===== config.mk =====
export PLATFORM = sky130hd
export DESIGN_NAME = usb_dfifo_arbiter_flat
export DESIGN_NICKNAME = d
export VERILOG_FILES = /design/src/rtl/usb_dfifo_arbiter_if.sv /design/src/rtl/usb_dfifo_arbiter.sv /design/src/flat_wrapper.sv
export SDC_FILE = /design/constraint.sdc
export NUM_CORES = 1
export LEC_CHECK = 0
export CAP_MARGIN = 10
export CORE_AREA = 3 3 98 100
export CTS_BUF_LIST = sky130_fd_sc_hd__clkbuf_2 sky130_fd_sc_hd__clkbuf_4 sky130_fd_sc_hd__clkbuf_8
export CTS_CLUSTER_SIZE = 14
export DETAILED_ROUTE_END_ITERATION = 7
export DIE_AREA = 0 0 101 103
export DONT_BUFFER_PORTS = 1
export SLEW_MARGIN = 20
export SYNTH_ARGS = -nofsm -noshare
export SYNTH_HDL_FRONTEND = slang
export SYNTH_SLANG_ARGS = --single-unit

===== constraint.sdc =====
create_clock -name aclk -period 4.2 [get_ports aclk]
set_input_delay 0.84 -clock aclk [delete_from_list [all_inputs] [get_ports aclk]]
set_output_delay 0.84 -clock aclk [all_outputs]
set_load 0.02 [all_outputs]

===== src/rtl/usb_dfifo_arbiter_if.sv =====
// -----------------------------------------------------------------------------
// usb_dfifo_arbiter_if
// Bundles the signals around the data-FIFO SRAM arbiter:
//   - OTG DFIFO port   : core_ce_n, core_wr_n, core_addr, core_wdata, core_rdata
//   - secondary port   : dbg_req_valid/ready/we/addr/wdata, dbg_rsp_valid/data
//   - init control     : init_req, init_done
//   - SRAM pins        : ram_ce_n, ram_we_n, ram_addr, ram_din, ram_dout
//   - USB_DFIFO_ARB_PERF_EN adds conflict_cnt (out) and conflict_clr (in)
// Modport slave is the arbiter side; master is the surrounding system/bench.
// -----------------------------------------------------------------------------
interface usb_dfifo_arbiter_if #(
   parameter int ADDR_W = 11,
   parameter int DATA_W = 35
);
   logic              core_ce_n;
   logic              core_wr_n;
   logic [ADDR_W-1:0] core_addr;
   logic [DATA_W-1:0] core_wdata;
   logic [DATA_W-1:0] core_rdata;
   logic              dbg_req_valid;
   logic              dbg_req_ready;
   logic              dbg_req_we;
   logic [ADDR_W-1:0] dbg_req_addr;
   logic [DATA_W-1:0] dbg_req_wdata;
   logic              dbg_rsp_valid;
   logic [DATA_W-1:0] dbg_rsp_data;
   logic              init_req;
   logic              init_done;
   logic              ram_ce_n;
   logic              ram_we_n;
   logic [ADDR_W-1:0] ram_addr;
   logic [DATA_W-1:0] ram_din;
   logic [DATA_W-1:0] ram_dout;
`ifdef USB_DFIFO_ARB_PERF_EN
   logic [15:0]       conflict_cnt;
   logic              conflict_clr;
`endif

   modport slave (
      input  core_ce_n, core_wr_n, core_addr, core_wdata,
      output core_rdata,
      input  dbg_req_valid, dbg_req_we, dbg_req_addr, dbg_req_wdata,
      output dbg_req_ready, dbg_rsp_valid, dbg_rsp_data,
      input  init_req,
      output init_done,
      output ram_ce_n, ram_we_n, ram_addr, ram_din,
      input  ram_dout
`ifdef USB_DFIFO_ARB_PERF_EN
      , output conflict_cnt
      , input  conflict_clr
`endif
   );

   modport master (
      output core_ce_n, core_wr_n, core_addr, core_wdata,
      input  core_rdata,
      output dbg_req_valid, dbg_req_we, dbg_req_addr, dbg_req_wdata,
      input  dbg_req_ready, dbg_rsp_valid, dbg_rsp_data,
      output init_req,
      input  init_done,
      input  ram_ce_n, ram_we_n, ram_addr, ram_din,
      output ram_dout
`ifdef USB_DFIFO_ARB_PERF_EN
      , input  conflict_cnt
      , output conflict_clr
`endif
   );
endinterface


===== src/rtl/usb_dfifo_arbiter.sv =====
// -----------------------------------------------------------------------------
// usb_dfifo_arbiter
// Shares the single-port data-FIFO SRAM (1-cycle read latency) between the OTG
// DFIFO port, which has strict priority and never stalls, and a secondary
// valid/ready requester that only gets idle SRAM cycles. An init sequencer
// zero-fills the whole SRAM after reset (INIT_ON_RESET=1) or on init_req;
// init_done is high only in RUN.
//
// Ports:
//   aclk     clock
//   aresetn  asynchronous active-low reset
//   bus      usb_dfifo_arbiter_if.slave: OTG port, secondary req/rsp port,
//            init_req/init_done, SRAM pins
//
// Optional build macro USB_DFIFO_ARB_PERF_EN: adds a saturating 16-bit count
// of RUN cycles where the secondary requester was blocked by the OTG port,
// cleared by conflict_clr.
// -----------------------------------------------------------------------------
module usb_dfifo_arbiter #(
   parameter int ADDR_W        = 11,
   parameter int DATA_W        = 35,
   parameter bit INIT_ON_RESET = 1'b1
) (
   input  logic               aclk,
   input  logic               aresetn,
   usb_dfifo_arbiter_if.slave bus
);
   typedef enum logic {ST_INIT = 1'b0, ST_RUN = 1'b1} state_t;

   localparam state_t          RESET_STATE = INIT_ON_RESET ? ST_INIT : ST_RUN;
   // init_addr carries one extra bit; the sweep ends on depth-1, not overflow
   localparam logic [ADDR_W:0] LAST_ADDR   = {1'b0, {ADDR_W{1'b1}}};
   localparam logic [ADDR_W:0] ADDR_ONE    = (ADDR_W+1)'(1);

   state_t            state_q, state_d;
   logic [ADDR_W:0]   init_addr_q, init_addr_d;
   logic              dbg_pend_q, dbg_pend_d;

   logic              ram_ce_n_c;
   logic              ram_we_n_c;
   logic [ADDR_W-1:0] ram_addr_c;
   logic [DATA_W-1:0] ram_din_c;
   logic              dbg_ready_c;

   always_ff @(posedge aclk or negedge aresetn) begin
      if (!aresetn) begin
         state_q     <= RESET_STATE;
         init_addr_q <= '0;
         dbg_pend_q  <= 1'b0;
      end else begin
         state_q     <= state_d;
         init_addr_q <= init_addr_d;
         dbg_pend_q  <= dbg_pend_d;
      end
   end

   always_comb begin
      state_d     = state_q;
      init_addr_d = init_addr_q;
      ram_ce_n_c  = 1'b1;
      ram_we_n_c  = 1'b1;
      ram_addr_c  = '0;
      ram_din_c   = '0;
      dbg_ready_c = 1'b0;
      case (state_q)
         ST_INIT: begin
            ram_ce_n_c = 1'b0;
            ram_we_n_c = 1'b0;
            ram_addr_c = init_addr_q[ADDR_W-1:0];
            if (bus.init_req) begin
               init_addr_d = '0;
            end else if (init_addr_q == LAST_ADDR) begin
               state_d     = ST_RUN;
               init_addr_d = '0;
            end else begin
               init_addr_d = init_addr_q + ADDR_ONE;
            end
         end
         ST_RUN: begin
            // Combinational from core_ce_n: the OTG port cannot be held off
            dbg_ready_c = bus.core_ce_n;
            if (!bus.core_ce_n) begin
               ram_ce_n_c = 1'b0;
               ram_we_n_c = bus.core_wr_n;
               ram_addr_c = bus.core_addr;
               ram_din_c  = bus.core_wdata;
            end else if (bus.dbg_req_valid) begin
               ram_ce_n_c = 1'b0;
               ram_we_n_c = ~bus.dbg_req_we;
               ram_addr_c = bus.dbg_req_addr;
               ram_din_c  = bus.dbg_req_wdata;
            end
            if (bus.init_req) begin
               state_d     = ST_INIT;
               init_addr_d = '0;
            end
         end
      endcase
      // An accepted read is answered next cycle even if INIT starts meanwhile
      dbg_pend_d = bus.dbg_req_valid & dbg_ready_c & ~bus.dbg_req_we;
   end

   // SRAM strobes are forced inactive for as long as reset is held
   assign bus.ram_ce_n      = ram_ce_n_c | ~aresetn;
   assign bus.ram_we_n      = ram_we_n_c | ~aresetn;
   assign bus.ram_addr      = ram_addr_c;
   assign bus.ram_din       = ram_din_c;
   assign bus.dbg_req_ready = dbg_ready_c;
   assign bus.dbg_rsp_valid = dbg_pend_q;
   assign bus.dbg_rsp_data  = bus.ram_dout;
   assign bus.core_rdata    = bus.ram_dout;
   assign bus.init_done     = (state_q == ST_RUN);

`ifdef USB_DFIFO_ARB_PERF_EN
   logic [15:0] conflict_cnt_q, conflict_cnt_d;

   always_comb begin
      conflict_cnt_d = conflict_cnt_q;
      if (bus.conflict_clr) begin
         conflict_cnt_d = '0;
      end else if ((state_q == ST_RUN) && bus.dbg_req_valid && !bus.core_ce_n &&
                   (conflict_cnt_q != 16'hFFFF)) begin
         conflict_cnt_d = conflict_cnt_q + 16'd1;
      end
   end

   always_ff @(posedge aclk or negedge aresetn) begin
      if (!aresetn) begin
         conflict_cnt_q <= '0;
      end else begin
         conflict_cnt_q <= conflict_cnt_d;
      end
   end

   assign bus.conflict_cnt = conflict_cnt_q;
`endif
endmodule


===== src/flat_wrapper.sv =====
// flat-port wrapper written by rule: the top's interface ports become plain ports
module usb_dfifo_arbiter_flat 
#(
   parameter int ADDR_W        = 11,
   parameter int DATA_W        = 35,
   parameter bit INIT_ON_RESET = 1'b1
)
  (aclk, aresetn, bus_core_ce_n, bus_core_wr_n, bus_core_addr, bus_core_wdata, bus_core_rdata, bus_dbg_req_valid, bus_dbg_req_we, bus_dbg_req_addr, bus_dbg_req_wdata, bus_dbg_req_ready, bus_dbg_rsp_valid, bus_dbg_rsp_data, bus_init_req, bus_init_done, bus_ram_ce_n, bus_ram_we_n, bus_ram_addr, bus_ram_din, bus_ram_dout);
  usb_dfifo_arbiter_if #(.ADDR_W(ADDR_W), .DATA_W(DATA_W)) bus_i ();
  input  logic aclk;
  input  logic aresetn;
  input wire logic [$bits(bus_i.core_ce_n)-1:0] bus_core_ce_n;
  input wire logic [$bits(bus_i.core_wr_n)-1:0] bus_core_wr_n;
  input wire logic [$bits(bus_i.core_addr)-1:0] bus_core_addr;
  input wire logic [$bits(bus_i.core_wdata)-1:0] bus_core_wdata;
  output wire logic [$bits(bus_i.core_rdata)-1:0] bus_core_rdata;
  input wire logic [$bits(bus_i.dbg_req_valid)-1:0] bus_dbg_req_valid;
  input wire logic [$bits(bus_i.dbg_req_we)-1:0] bus_dbg_req_we;
  input wire logic [$bits(bus_i.dbg_req_addr)-1:0] bus_dbg_req_addr;
  input wire logic [$bits(bus_i.dbg_req_wdata)-1:0] bus_dbg_req_wdata;
  output wire logic [$bits(bus_i.dbg_req_ready)-1:0] bus_dbg_req_ready;
  output wire logic [$bits(bus_i.dbg_rsp_valid)-1:0] bus_dbg_rsp_valid;
  output wire logic [$bits(bus_i.dbg_rsp_data)-1:0] bus_dbg_rsp_data;
  input wire logic [$bits(bus_i.init_req)-1:0] bus_init_req;
  output wire logic [$bits(bus_i.init_done)-1:0] bus_init_done;
  output wire logic [$bits(bus_i.ram_ce_n)-1:0] bus_ram_ce_n;
  output wire logic [$bits(bus_i.ram_we_n)-1:0] bus_ram_we_n;
  output wire logic [$bits(bus_i.ram_addr)-1:0] bus_ram_addr;
  output wire logic [$bits(bus_i.ram_din)-1:0] bus_ram_din;
  input wire logic [$bits(bus_i.ram_dout)-1:0] bus_ram_dout;
  assign bus_i.core_ce_n = bus_core_ce_n;
  assign bus_i.core_wr_n = bus_core_wr_n;
  assign bus_i.core_addr = bus_core_addr;
  assign bus_i.core_wdata = bus_core_wdata;
  assign bus_core_rdata = bus_i.core_rdata;
  assign bus_i.dbg_req_valid = bus_dbg_req_valid;
  assign bus_i.dbg_req_we = bus_dbg_req_we;
  assign bus_i.dbg_req_addr = bus_dbg_req_addr;
  assign bus_i.dbg_req_wdata = bus_dbg_req_wdata;
  assign bus_dbg_req_ready = bus_i.dbg_req_ready;
  assign bus_dbg_rsp_valid = bus_i.dbg_rsp_valid;
  assign bus_dbg_rsp_data = bus_i.dbg_rsp_data;
  assign bus_i.init_req = bus_init_req;
  assign bus_init_done = bus_i.init_done;
  assign bus_ram_ce_n = bus_i.ram_ce_n;
  assign bus_ram_we_n = bus_i.ram_we_n;
  assign bus_ram_addr = bus_i.ram_addr;
  assign bus_ram_din = bus_i.ram_din;
  assign bus_i.ram_dout = bus_ram_dout;
  usb_dfifo_arbiter #(.ADDR_W(ADDR_W), .DATA_W(DATA_W), .INIT_ON_RESET(INIT_ON_RESET)) u_core (.aclk(aclk), .aresetn(aresetn), .bus(bus_i));
endmodule

==> metrics.md, run 1 <==
| Metric | Value |
|---|---|
| Syn Area/Cell | `7.049 um2` |
| Clock net sink count | `14` |
| IO buf count | `0` |
| ANT cells | `0` |
| Final Slew Violations | `0` |
| Maximum clock frequency | `332.8 MHz` |
| Worst-Margin Slew | `0.7975 ns` |
| Reg2reg setup slack | `2.72 ns` |
| IO Count | `255` |
| Wirelength per Cell | `22.54 um` |
| Max_slew headroom | `0.4683` |
| Power Dens Cells | `214.8 nW/um2` |
| Inst Count DP | `298` |
| Root Driver | `clkbuf_8` |
| CTS resizes | `0` |
| Core region area | `8763 um2` |
| Clk_lat worst skew | `0.25 ns` |
| Vias per cell | `5.377` |
| Detailed placer's ending HPWL | `5.663 mm` |
| GRT Overall Usage | `0.1179` |
| Vias in the first global route | `1542` |
| # DRC | `0` |
| Worst hold path type | `in -> async` |
| Leak | `0.0005166 uW` |
| Syn_nets | `408` |
| Sequential fraction of the synthesis area | `0.1821` |
| Final non-filler cell total | `302` |
| WS Path Type | `in -> out` |
| Crit path DAT | `2.17 ns` |
| Setup TNS Final | `0 ns` |
| Vias | `1624` |
| Final critical-path required period | `3.005 ns` |
| Status | `completed` |
| Critical Path Sink Type | `primary output` |
| Post-synth EDFFs | `0` |
| CTS tree | `built` |
| Placer congestion estimate | `0.8175` |
| First-pass GRT wire length | `9.080 mm` |
| Distinct cell type count of the synthesized netlist | `38` |
| First-pass detailed-route iteration total | `4` |
| Prevailing post-synth register cell | `dfrtp_1` |
| Worst r2r src | `u_core.init_addr_q[1]` |
| Reg2Reg Depth | `5` |
| Final setup fails | `0` |
| Core Rows | `34` |
| Async SR Flop Fraction | `1.000` |
| Synthesized area | `1924 um2` |
| Clock Pin Slew Worst Setup and Hold Paths | `0.07 ns` |
| Initial antenna violation count | `0` |
| Ratio of cells with drive above 1 in the final layout | `0.06186` |
| DIE WIDTH | `101 um` |
| Endpoints failing hold | `0` |
| CP required | `3.36 ns` |
| Die area | `10400 um2` |
| WL final | `6.807 mm` |
| Clock buffer depth | `2` |
| Warnings, synthesis | `0` |
| Filler cells | `978` |
| Largest net degree at the start of global routing | `47` |
| Initial core utilization | `0.2196` |
| FF+latch count, synth | `14` |
| Skew final | `0.005247 ns` |
| Inserted Clock Buffers | `3` |
| H-tree depth | `1` |
| Mapped Cells | `273` |
| Post-route clock period utilization | `0.7155` |
| NumNets Final | `330` |
| Iteration-0 DRC Markers | `97` |
| RSZ-0062 raised after global routing | `no` |
| Peak supply drop | `0.0001050 V` |
| Grt ovf | `0` |
| CTS Hold Bufs | `0` |
| Area Growth Syn to Fin | `-19.57%` |
| Die outline height | `103 um` |
| Post-route ant nets | `0` |
| Startpoint types | `input port` |
| Setup Fix Bufs, Post-CTS | `0` |
| Worst-path maximum fanout | `46` |
| Max_cap viols | `0` |
| R2r endpoint | `u_core.init_addr_q[7]` |
==> final cells by class <==
type                    count  area [um2]  share of cell area
well taps                 108       135.1             0.08731
flip-flops and latches     14       350.3              0.2264
inverters                   3       11.26            0.007276
clock buffers               4       55.05             0.03557
repair buffers              4       30.03             0.01940
multi-input cells         169       965.9              0.6241
==> synthesized netlist by cell type, drive strengths merged, types with 2 or more instances <==
library cell  count  area (um2)
a221oi           11       96.34
nor4              2       18.77
nor2             63       236.5
buf              78       563.0
nand3             7       35.03
a21oi             8       40.04
a22oi            33       247.7
or3               2       12.51
inv               3       11.26
dfrtp            14       350.3
nor2b             2       12.51
o21ai             5       25.02
clkbuf            9       35.03
nand2            11       41.29
nand4             3       18.77
and2              2       12.51
xnor2             4       35.03
==> routing by layer <==
layer  track usage  wire [um]  up-vias
met1        0.1403       2530      748
met2        0.2081       3449      130
met4       0.02658        129        0
met3       0.03721        697       21
met5             0          0        -
li1              -          -      725
==> how the worst max path moves through the flow <==
stage,start,endpoint,depth (start not counted)
finish,bus_dbg_req_valid,bus_ram_din[5],3
global route,bus_dbg_req_valid,bus_ram_addr[1],3
CTS,bus_dbg_req_valid,bus_ram_din[5],3
detailed placement,bus_dbg_req_valid,bus_ram_din[5],3
global placement,bus_dbg_req_valid,bus_ram_din[5],3
floorplan,bus_dbg_req_valid,bus_ram_we_n,5
==> sequential cells by signal, summed over array words and instances (netlist names) <==
| name | cells |
|---|---|
| u_core.init_addr_q | 12 |
| u_core.bus.dbg_rsp_valid | 1 |
| u_core.bus.init_done | 1 |
==> metrics by stage <==
stage / hold slack (ns) / setup slack (ns) / util / total power, uW / area, um2
after global routing: 0.2643 / 1.033 / 0.1766 / 348.9 / 1548
after floorplan: 0.5026 / 1.639 / - / 285.5 / 1924
final: 0.2755 / 1.195 / 0.1766 / 332.5 / 1548
after global placement: 0.5373 / 1.151 / 0.1703 / 195.4 / 1493
after detailed placement: 0.5451 / 1.110 / 0.1703 / 197.2 / 1493
after CTS: 0.2701 / 1.108 / 0.1766 / 339.1 / 1548
==> worst max-delay path, stage by stage <==
cell and delay, ns:
and2_2 0.65, a22oi_1 0.27, nor2_1 0.40
==> cell families after synthesis <==
group / after synthesis / share of synthesized area
xor gates and xnor gates: 5 / 0.02276
buffers and inverters: 90 / 0.3166
adders and majority gates: 1 / 0.006501
muxes: 1 / 0.005202
and+or+nand+nor: 100 / 0.2347
AOI/OAI and AO/OA: 62 / 0.2321
DFF: 14 / 0.1821
==> layout by cell type, fill, tap and decap left out, types with 2 or more instances in the layout <==
master	count
nand3_1	7
clkbuf_8	4
a221oi_1	11
nand4_1	3
o21ai_0	5
xnor2_1	4
nor2b_1	2
or3_1	2
dfrtp_1	14
a21oi_1	8
a22oi_1	33
inv_1	2
buf_4	4
nand2_1	11
nor2_1	63
==> where the power goes <==
group	internal (uW)	leakage, uW	switching, uW
clock network	83.2	0.0000288	55.9
logic	19.3	0.000295	32.7
registers	137	0.000193	4.04
total	240	0.000517	92.7
(Power assumes the default switching activity.)
==> run 2: changes to the inputs <==
--- a/config.mk
+++ b/config.mk
@@ -5,6 +5,7 @@
 export SDC_FILE = /design/constraint.sdc
 export NUM_CORES = 1
 export LEC_CHECK = 0
+export ABC_AREA = 1
 export CAP_MARGIN = 10
 export CORE_AREA = 3 3 98 100
 export CTS_BUF_LIST = sky130_fd_sc_hd__clkbuf_2 sky130_fd_sc_hd__clkbuf_4 sky130_fd_sc_hd__clkbuf_8
==> constraint.sdc (replaced) <==
create_clock -name aclk -period 2.9 [get_ports aclk]
set_input_delay 0.58 -clock aclk [delete_from_list [all_inputs] [get_ports aclk]]
set_output_delay 0.58 -clock aclk [all_outputs]
set_load 0.02 [all_outputs]
==> run 2 against run 1 <==
- power is 42% higher
- setup slack worse by 0.80 ns
- clock power is 40% higher
- design area increased by 16%
- highest routed layer unchanged
==> metrics.md, run 2 <==
| Metric | Value |
|---|---|
| GRT Overall Usage | `0.1125 (-0.005465)` |
| Critical Path Sink Type | `primary output` |
| DIE WIDTH | `101 um (unchanged)` |
| Root Driver | `clkbuf_8` |
| First-pass GRT wire length | `8.818 mm (-2.9%)` |
| Initial antenna violation count | `0 (unchanged)` |
| Core Rows | `34 (unchanged)` |
| Core region area | `8763 um2 (unchanged)` |
| Most instantiated cells after synthesis | `buf_4 (73), nand2_1 (60), nand3_1 (51)` |
| R2r endpoint | `u_core.init_addr_q[6]` |
| Initial core utilization | `0.2490 (+0.02941)` |
| Clock net sink count | `14 (unchanged)` |
| CTS tree | `built` |
| Startpoint types | `flop` |
| Leak | `0.0006699 uW (+30%)` |
| Worst-Margin Slew | `0.9060 ns (+0.1085 ns)` |
| Clock Pin Slew Worst Setup and Hold Paths | `0.06 ns (about the same)` |
| Max_slew headroom | `0.3952 (-0.07319)` |
| Reg2reg setup slack | `1.11 ns (-1.61 ns)` |
| Iteration-0 DRC Markers | `103 (+6.2%)` |
| Register with the most flip-flops | `u_core.init_addr_q` |
| Yosys top cell area share | `0.2511 (-0.02194)` |
| Synthesized area | `2182 um2 (+13%)` |
| Syn Area/Cell | `6.418 um2 (-9.0%)` |
| Vias | `1979 (+22%)` |
| Final Slew Violations | `0 (unchanged)` |
| CP required | `2.32 ns (-1.04 ns)` |
| Slowest cell on crit path | `inv_2` |
| Vias in the first global route | `1624 (+5.3%)` |
| Mapped Cells | `340 (+25%)` |
| Cell family with most CP delay | `buffers and inverters` |
| Largest cells by area after synthesis | `buf_4 (25%), dfrtp_1 (16%), nand3_1 (12%)` |
| CTS resizes | `0 (unchanged)` |
| RSZ-0062 raised after global routing | `no` |
| IO Count | `255 (unchanged)` |
| WP buf/inv | `2 (+2)` |
| Async SR Flop Fraction | `1.000 (unchanged)` |
| Largest register FFs | `12 (unchanged)` |
| FF+latch count, synth | `14 (unchanged)` |
| Clock buffer depth | `2 (unchanged)` |
| Clk_lat worst skew | `0.25 ns (about the same)` |
| Die outline height | `103 um (unchanged)` |
| Most common cell in the synthesized netlist | `buf_4` |
| Maximum clock frequency | `399.7 MHz` |
| Sequential fraction of the synthesis area | `0.1606 (-0.02150)` |
| ANT cells | `0 (unchanged)` |
| Worst hold path type | `in -> async` |
| Area of the multi-input gates | `1130 um2 (+17%)` |
| Worst-path maximum fanout | `55 (+20%)` |
| Warnings, synthesis | `0 (unchanged)` |
| Post-route ant nets | `0 (unchanged)` |
| Filler cells | `1000 (+2.2%)` |
| Largest net degree at the start of global routing | `56 (+19%)` |
| Routing usage on met2 | `0.1716 (-0.03646)` |
| IO buf count | `0 (unchanged)` |
| Worst path max stage delay | `0.66 ns (about the same)` |
| Area leader, netlist | `buf_4` |
| Distinct cell type count of the synthesized netlist | `24 (-37%)` |
| Worst r2r src | `u_core.bus.init_done` |
| Die area | `10400 um2 (unchanged)` |
| Endpoints failing hold | `0 (unchanged)` |
| Peak supply drop | `0.0001168 V (+11%)` |
| Post-synth EDFFs | `0 (unchanged)` |
| Placer congestion estimate | `0.8199 (+0.29%)` |
| WS Path Type | `reg -> out` |
| Commonest cells after routing, fill and taps aside | `nand2_1 (60), nand3_1 (51), a21oi_1 (50), inv_1 (15), dfrtp_1 (14)` |
| Register area | `350.3 um2 (unchanged)` |
| Reg2Reg Depth | `5 (unchanged)` |
| WL final | `6.816 mm (+0.13%)` |
| DP Area | `1724 um2 (+16%)` |
| Final Worst Setup Slack | `0.3984 ns (-0.7965 ns)` |
| Critical-path cell list | `inv_2 -> o21ai_0 -> a22oi_1 -> buf_4` |
| Crit path DAT | `1.92 ns (-0.25 ns)` |
| Inserted Clock Buffers | `3 (unchanged)` |
| Prevailing post-synth register cell | `dfrtp_1` |
| GR peak layer | `met2` |
| Final critical-path required period | `2.502 ns` |
| Final Instance Area | `1789 um2 (+16%)` |
| Syn_nets | `475 (+16%)` |
| Pre-CTS setup slack | `0.5950 ns (-0.5147 ns)` |
| Most common cell after layout, fill and taps aside | `nand2_1` |
| Setup TNS Final | `0 ns (unchanged)` |
| Skew final | `0.007094 ns (+0.001847 ns)` |
| Status | `completed` |
| Grt ovf | `0 (unchanged)` |
| Met3 Use GR | `0.03315 (-0.004060)` |
| Post-route clock period utilization | `0.8626` |
| Ratio of cells with drive above 1 in the final layout | `0.1313 (+0.06942)` |
| Final setup fails | `0 (unchanged)` |
| Vias per cell | `5.392 (+0.28%)` |
| H-tree depth | `1 (unchanged)` |
| Wirelength per Cell | `18.57 um (-18%)` |
| GR met1 Demand/Resource | `0.1363 (-0.004048)` |
| Area Growth Syn to Fin | `-18.00%` |
| Detailed placer's ending HPWL | `5.349 mm (-5.5%)` |
| Max_cap viols | `0 (unchanged)` |
| Power Dens Cells | `264.2 nW/um2 (+23%)` |
| First-pass detailed-route iteration total | `4 (unchanged)` |
| # DRC | `0 (unchanged)` |
| NumNets Final | `395 (+20%)` |
## run 2: cell count changes in the layout (fill, tap and decap cells not counted), sizes merged, moves of 4 or more
cell / change
nand2: +54
nor2: -49
xnor2: -4
nand3: +46
inv: +14
a221oi: -11
a22oi: -25
o21ai: +12
a21oi: +42
## run 2: area by class of cell
| class | instances | area share |
|---|---|---|
| clock buffers | 4 | 0.03077 |
| repair buffers | 7 | 0.03077 |
| well taps | 108 | 0.07552 |
| flip-flops and latches | 14 | 0.1958 |
| multi-input cells | 217 | 0.6315 |
| inverters | 17 | 0.03566 |
## run 2: worst max path at each step
stage / from / end / slack [ns] / cells past startpoint
detailed placement: bus_core_ce_n / bus_ram_din[2] / 0.59 / 3
finish: u_core.bus.init_done / bus_ram_addr[9] / 0.40 / 4
global placement: bus_core_ce_n / bus_ram_din[2] / 0.62 / 3
floorplan: bus_core_ce_n / bus_ram_din[32] / 0.86 / 5
CTS: u_core.bus.init_done / bus_ram_addr[9] / 0.42 / 4
global route: u_core.bus.init_done / bus_ram_addr[9] / 0.29 / 4
## run 2: report_power, final
part	total [uW]	internal (uW)	switching, uW
clock network	195	120	74.7
registers	204	199	4.89
logic	73.9	26.4	47.5
## run 2: worst reg2reg max path: cells and delay by family, from the launching register on
kind | cells | cell delay [ns]
compound gates | 2 | 0.22
buf+inv | 2 | 0.96
flops | 1 | 0.39
simple gates | 1 | 0.10
## run 2: routing by layer
layer,vias to the layer above,routed length [um]
li1,903,-
met1,904,2684
met2,143,3101
met3,29,690
met4,0,340
met5,-,0
## run 2: logic make-up (layout without fill, tap and decap cells)
kind of cell | after synthesis | in the layout | share of synthesized area
adders and majority gates | 1 | 1 | 0.005733
AOI/OAI and AO/OA | 76 | 76 | 0.2024
DFF | 14 | 14 | 0.1606
and+or+nand+nor | 137 | 137 | 0.2976
xor gates and xnor gates | 3 | 3 | 0.01204
buffers and inverters | 109 | 28 | 0.3217
## run 2: timing repair
action / 4_1_cts / 5_1_grt
setup buffers: 0 / 0
endpoints found under the hold margin: 0 / 8
hold buffers: 0 / 1
## run 2: metrics by stage
stage	utilization	power, uW	hold slack [ns]	std cells
3_3_place_gp	0.1967	276.9	0.2854	362
5_1_grt	0.2042	500.5	0.007792	367
3_5_place_dp	0.1967	278.7	0.2853	362
4_1_cts	0.2030	475.4	0.01156	366
2_1_floorplan	-	421.8	0.2844	340
6_report	0.2042	472.8	0.02641	367
==> run 3: changes to the inputs <==
--- a/config.mk
+++ b/config.mk
@@ -5,8 +5,6 @@
 export SDC_FILE = /design/constraint.sdc
 export NUM_CORES = 1
 export LEC_CHECK = 0
-export ABC_AREA = 1
-export CAP_MARGIN = 10
 export CORE_AREA = 3 3 98 100
 export CTS_BUF_LIST = sky130_fd_sc_hd__clkbuf_2 sky130_fd_sc_hd__clkbuf_4 sky130_fd_sc_hd__clkbuf_8
 export CTS_CLUSTER_SIZE = 14
==> run 3 against run 2 <==
- global-route usage is 0.73 points higher
- largest power group unchanged
- wire length is 1.4% lower
- register-to-register slack better by 0.21 ns
- clock skew is 0.0058 ns lower
- critical endpoint is now bus_ram_addr[2]
- combinational power is 8.7% higher
- critical path type is now in -> out
- design area is 2.9% higher
- final cell count is 7.1% lower
- power is 1.9% higher
- hold slack worse by 0.0074 ns
- fmax is 2.7% higher
- largest cell class unchanged
- clock-buffer cell count stayed put
==> metrics.md, run 3 (synthesis results as in run 1) <==
| Metric | Value |
|---|---|
| CP required | `2.32 ns (about the same)` |
| Max_cap viols | `0 (unchanged)` |
| IO buf count | `0 (unchanged)` |
| Largest net degree at the start of global routing | `46 (-18%)` |
| DP Area | `1785 um2 (+3.6%)` |
| Final Instance Area | `1841 um2 (+2.9%)` |
| H-tree depth | `1 (unchanged)` |
| CTS tree | `built` |
| Leak | `0.0007282 uW (+8.7%)` |
| Clock net sink count | `14 (unchanged)` |
| Crit path DAT | `1.86 ns (-0.06 ns)` |
| ANT cells | `0 (unchanged)` |
| Worst r2r src | `u_core.init_addr_q[0]` |
| Slowest cell on crit path | `and2_2` |
| Final setup fails | `0 (unchanged)` |
| Maximum clock frequency | `410.6 MHz (+2.7%)` |
| First-pass detailed-route iteration total | `4 (unchanged)` |
| GRT Overall Usage | `0.1197 (+0.007262)` |
| DIE WIDTH | `101 um (unchanged)` |
| Net switching power | `130.8 uW (+2.9%)` |
| Clock Pin Slew Worst Setup and Hold Paths | `0.06 ns (about the same)` |
| Detailed placer's ending HPWL | `5.646 mm (+5.5%)` |
| Critical path startpoint | `bus_dbg_req_valid` |
| Placer congestion estimate | `0.8807 (+7.4%)` |
| WS Path Type | `in -> out` |
| Worst-path maximum fanout | `25 (-55%)` |
| Wirelength per Cell | `19.70 um (+6.1%)` |
| Status | `completed` |
| Core region area | `8763 um2 (unchanged)` |
| Endpoints failing hold | `0 (unchanged)` |
| Grt ovf | `0 (unchanged)` |
| Flop pwr share | `0.424 (-0.007)` |
| Commonest cells after routing, fill and taps aside | `nor2_1 (63), buf_4 (43), a22oi_1 (33), dfrtp_1 (14)` |
| Vias in the first global route | `1639 (+0.92%)` |
| Peak supply drop | `0.0001973 V (+69%)` |
| Setup TNS Final | `0 ns (unchanged)` |
| Post-route clock period utilization | `0.8398 (-0.02286)` |
| WP buf/inv | `1 (-1)` |
| Clk_lat worst skew | `0.25 ns (about the same)` |
| Combinational power share | `0.167 (+0.011)` |
| Most common cell after layout, fill and taps aside | `nor2_1` |
| Setup Fix Bufs, Post-CTS | `0 (unchanged)` |
| CTS Hold Bufs | `0 (unchanged)` |
| Post-route ant nets | `0 (unchanged)` |
| Final non-filler cell total | `341 (-7.1%)` |
| Switching share of power | `0.2714 (+0.002673)` |
| Die area | `10400 um2 (unchanged)` |
| P_int | `351.1 uW (+1.6%)` |
| WL final | `6.719 mm (-1.4%)` |
| First-pass GRT wire length | `9.363 mm (+6.2%)` |
| Iteration-0 DRC Markers | `108 (+4.9%)` |
| Inst Count DP | `337 (-6.9%)` |
| CTS resizes | `0 (unchanged)` |
| Vias | `1757 (-11%)` |
| Area Growth Syn to Fin | `-4.356%` |
| Root Driver | `clkbuf_8` |
| Largest register FFs | `12 (unchanged)` |
| Skew final | `0.001304 ns (-0.005790 ns)` |
| Critical Path Sink Type | `primary output` |
| Register with the most flip-flops | `u_core.init_addr_q` |
| Startpoint types | `input port` |
| Clock power share | `0.410 (-0.003)` |
| Final critical-path required period | `2.435 ns (-0.06629 ns)` |
| Inserted Clock Buffers | `3 (unchanged)` |
| NumNets Final | `369 (-6.6%)` |
| Worst hold path type | `in -> async` |
| Filler cells | `983 (-1.7%)` |
| Initial antenna violation count | `0 (unchanged)` |
| Vias per cell | `5.152 (-4.4%)` |
| Die outline height | `103 um (unchanged)` |
| Max_slew headroom | `0.5354 (+0.1403)` |
| Core Rows | `34 (unchanged)` |
| Initial core utilization | `0.2196 (-0.02941)` |
| Ratio of cells with drive above 1 in the final layout | `0.2189 (+0.08761)` |
| Clock buffer depth | `2 (unchanged)` |
| Worst path max stage delay | `0.43 ns (-0.23 ns)` |
| Power Dens Cells | `261.8 nW/um2 (-0.91%)` |
| Critical-path cell list | `and2_2 -> buf_4 -> a221oi_1 -> nor2_1` |
| IO Count | `255 (unchanged)` |
| Final Slew Violations | `0 (unchanged)` |
| Cell family with most CP delay | `simple AND/OR/NAND/NOR gates` |
| Total power | `481.9 uW (+1.9%)` |
| Worst-Margin Slew | `0.6958 ns (-0.2101 ns)` |
| # DRC | `0 (unchanged)` |
| RSZ-0062 raised after global routing | `no` |
## run 3: area by class of cell
type,instances,area [um2],share of cell area
sequential,14,350.3,0.1903
multi-input combinational,169,965.9,0.5248
timing repair buffer,43,322.8,0.1754
tap,108,135.1,0.07342
clock buffer,4,55.05,0.02991
inverter,3,11.26,0.006118
## run 3: metrics by stage
| step | hold WS (ns) | utilization | setup slack [ns] |
|---|---|---|---|
| after detailed placement | 0.2852 | 0.2037 | 0.4834 |
| final | 0.01897 | 0.2100 | 0.4647 |
| after CTS | 0.01003 | 0.2100 | 0.4829 |
| after global routing | 0.0009458 | 0.2100 | 0.3937 |
| after global placement | 0.2851 | 0.2037 | 0.5331 |
| after floorplan | 0.2844 | - | 0.8586 |
## run 3: power groups by stage
stage	Combinational (uW)	Sequential (uW)	Clock, uW
2_1_floorplan	207	206	0
3_3_place_gp	78.4	207	0
3_5_place_dp	80.6	208	0
4_1_cts	80.7	204	205
5_1_grt	90.0	205	213
6_report	80.3	204	197
## run 3: final timing paths
kind | to | slack (ns) | cells after the start
setup / recovery | bus_ram_addr[2] | 0.46 | 4
hold / removal | u_core.init_addr_q[4] | 0.02 | 0
setup reg to reg | u_core.init_addr_q[7] | 1.32 | 5
hold reg to reg | u_core.init_addr_q[11] | 0.56 | 2
max in group asynchronous | u_core.init_addr_q[8] | 2.81 | 0
min in group aclk | u_core.init_addr_q[1] | 0.39 | 1
## run 3: metal layers
metal / global-route usage / vias up / routed length [um]
met5: 0 / - / 0
met4: 0.02965 / 0 / 137
met3: 0.03315 / 24 / 627
met2: 0.2005 / 130 / 3267
met1: 0.1528 / 799 / 2687
li1: - / 804 / -
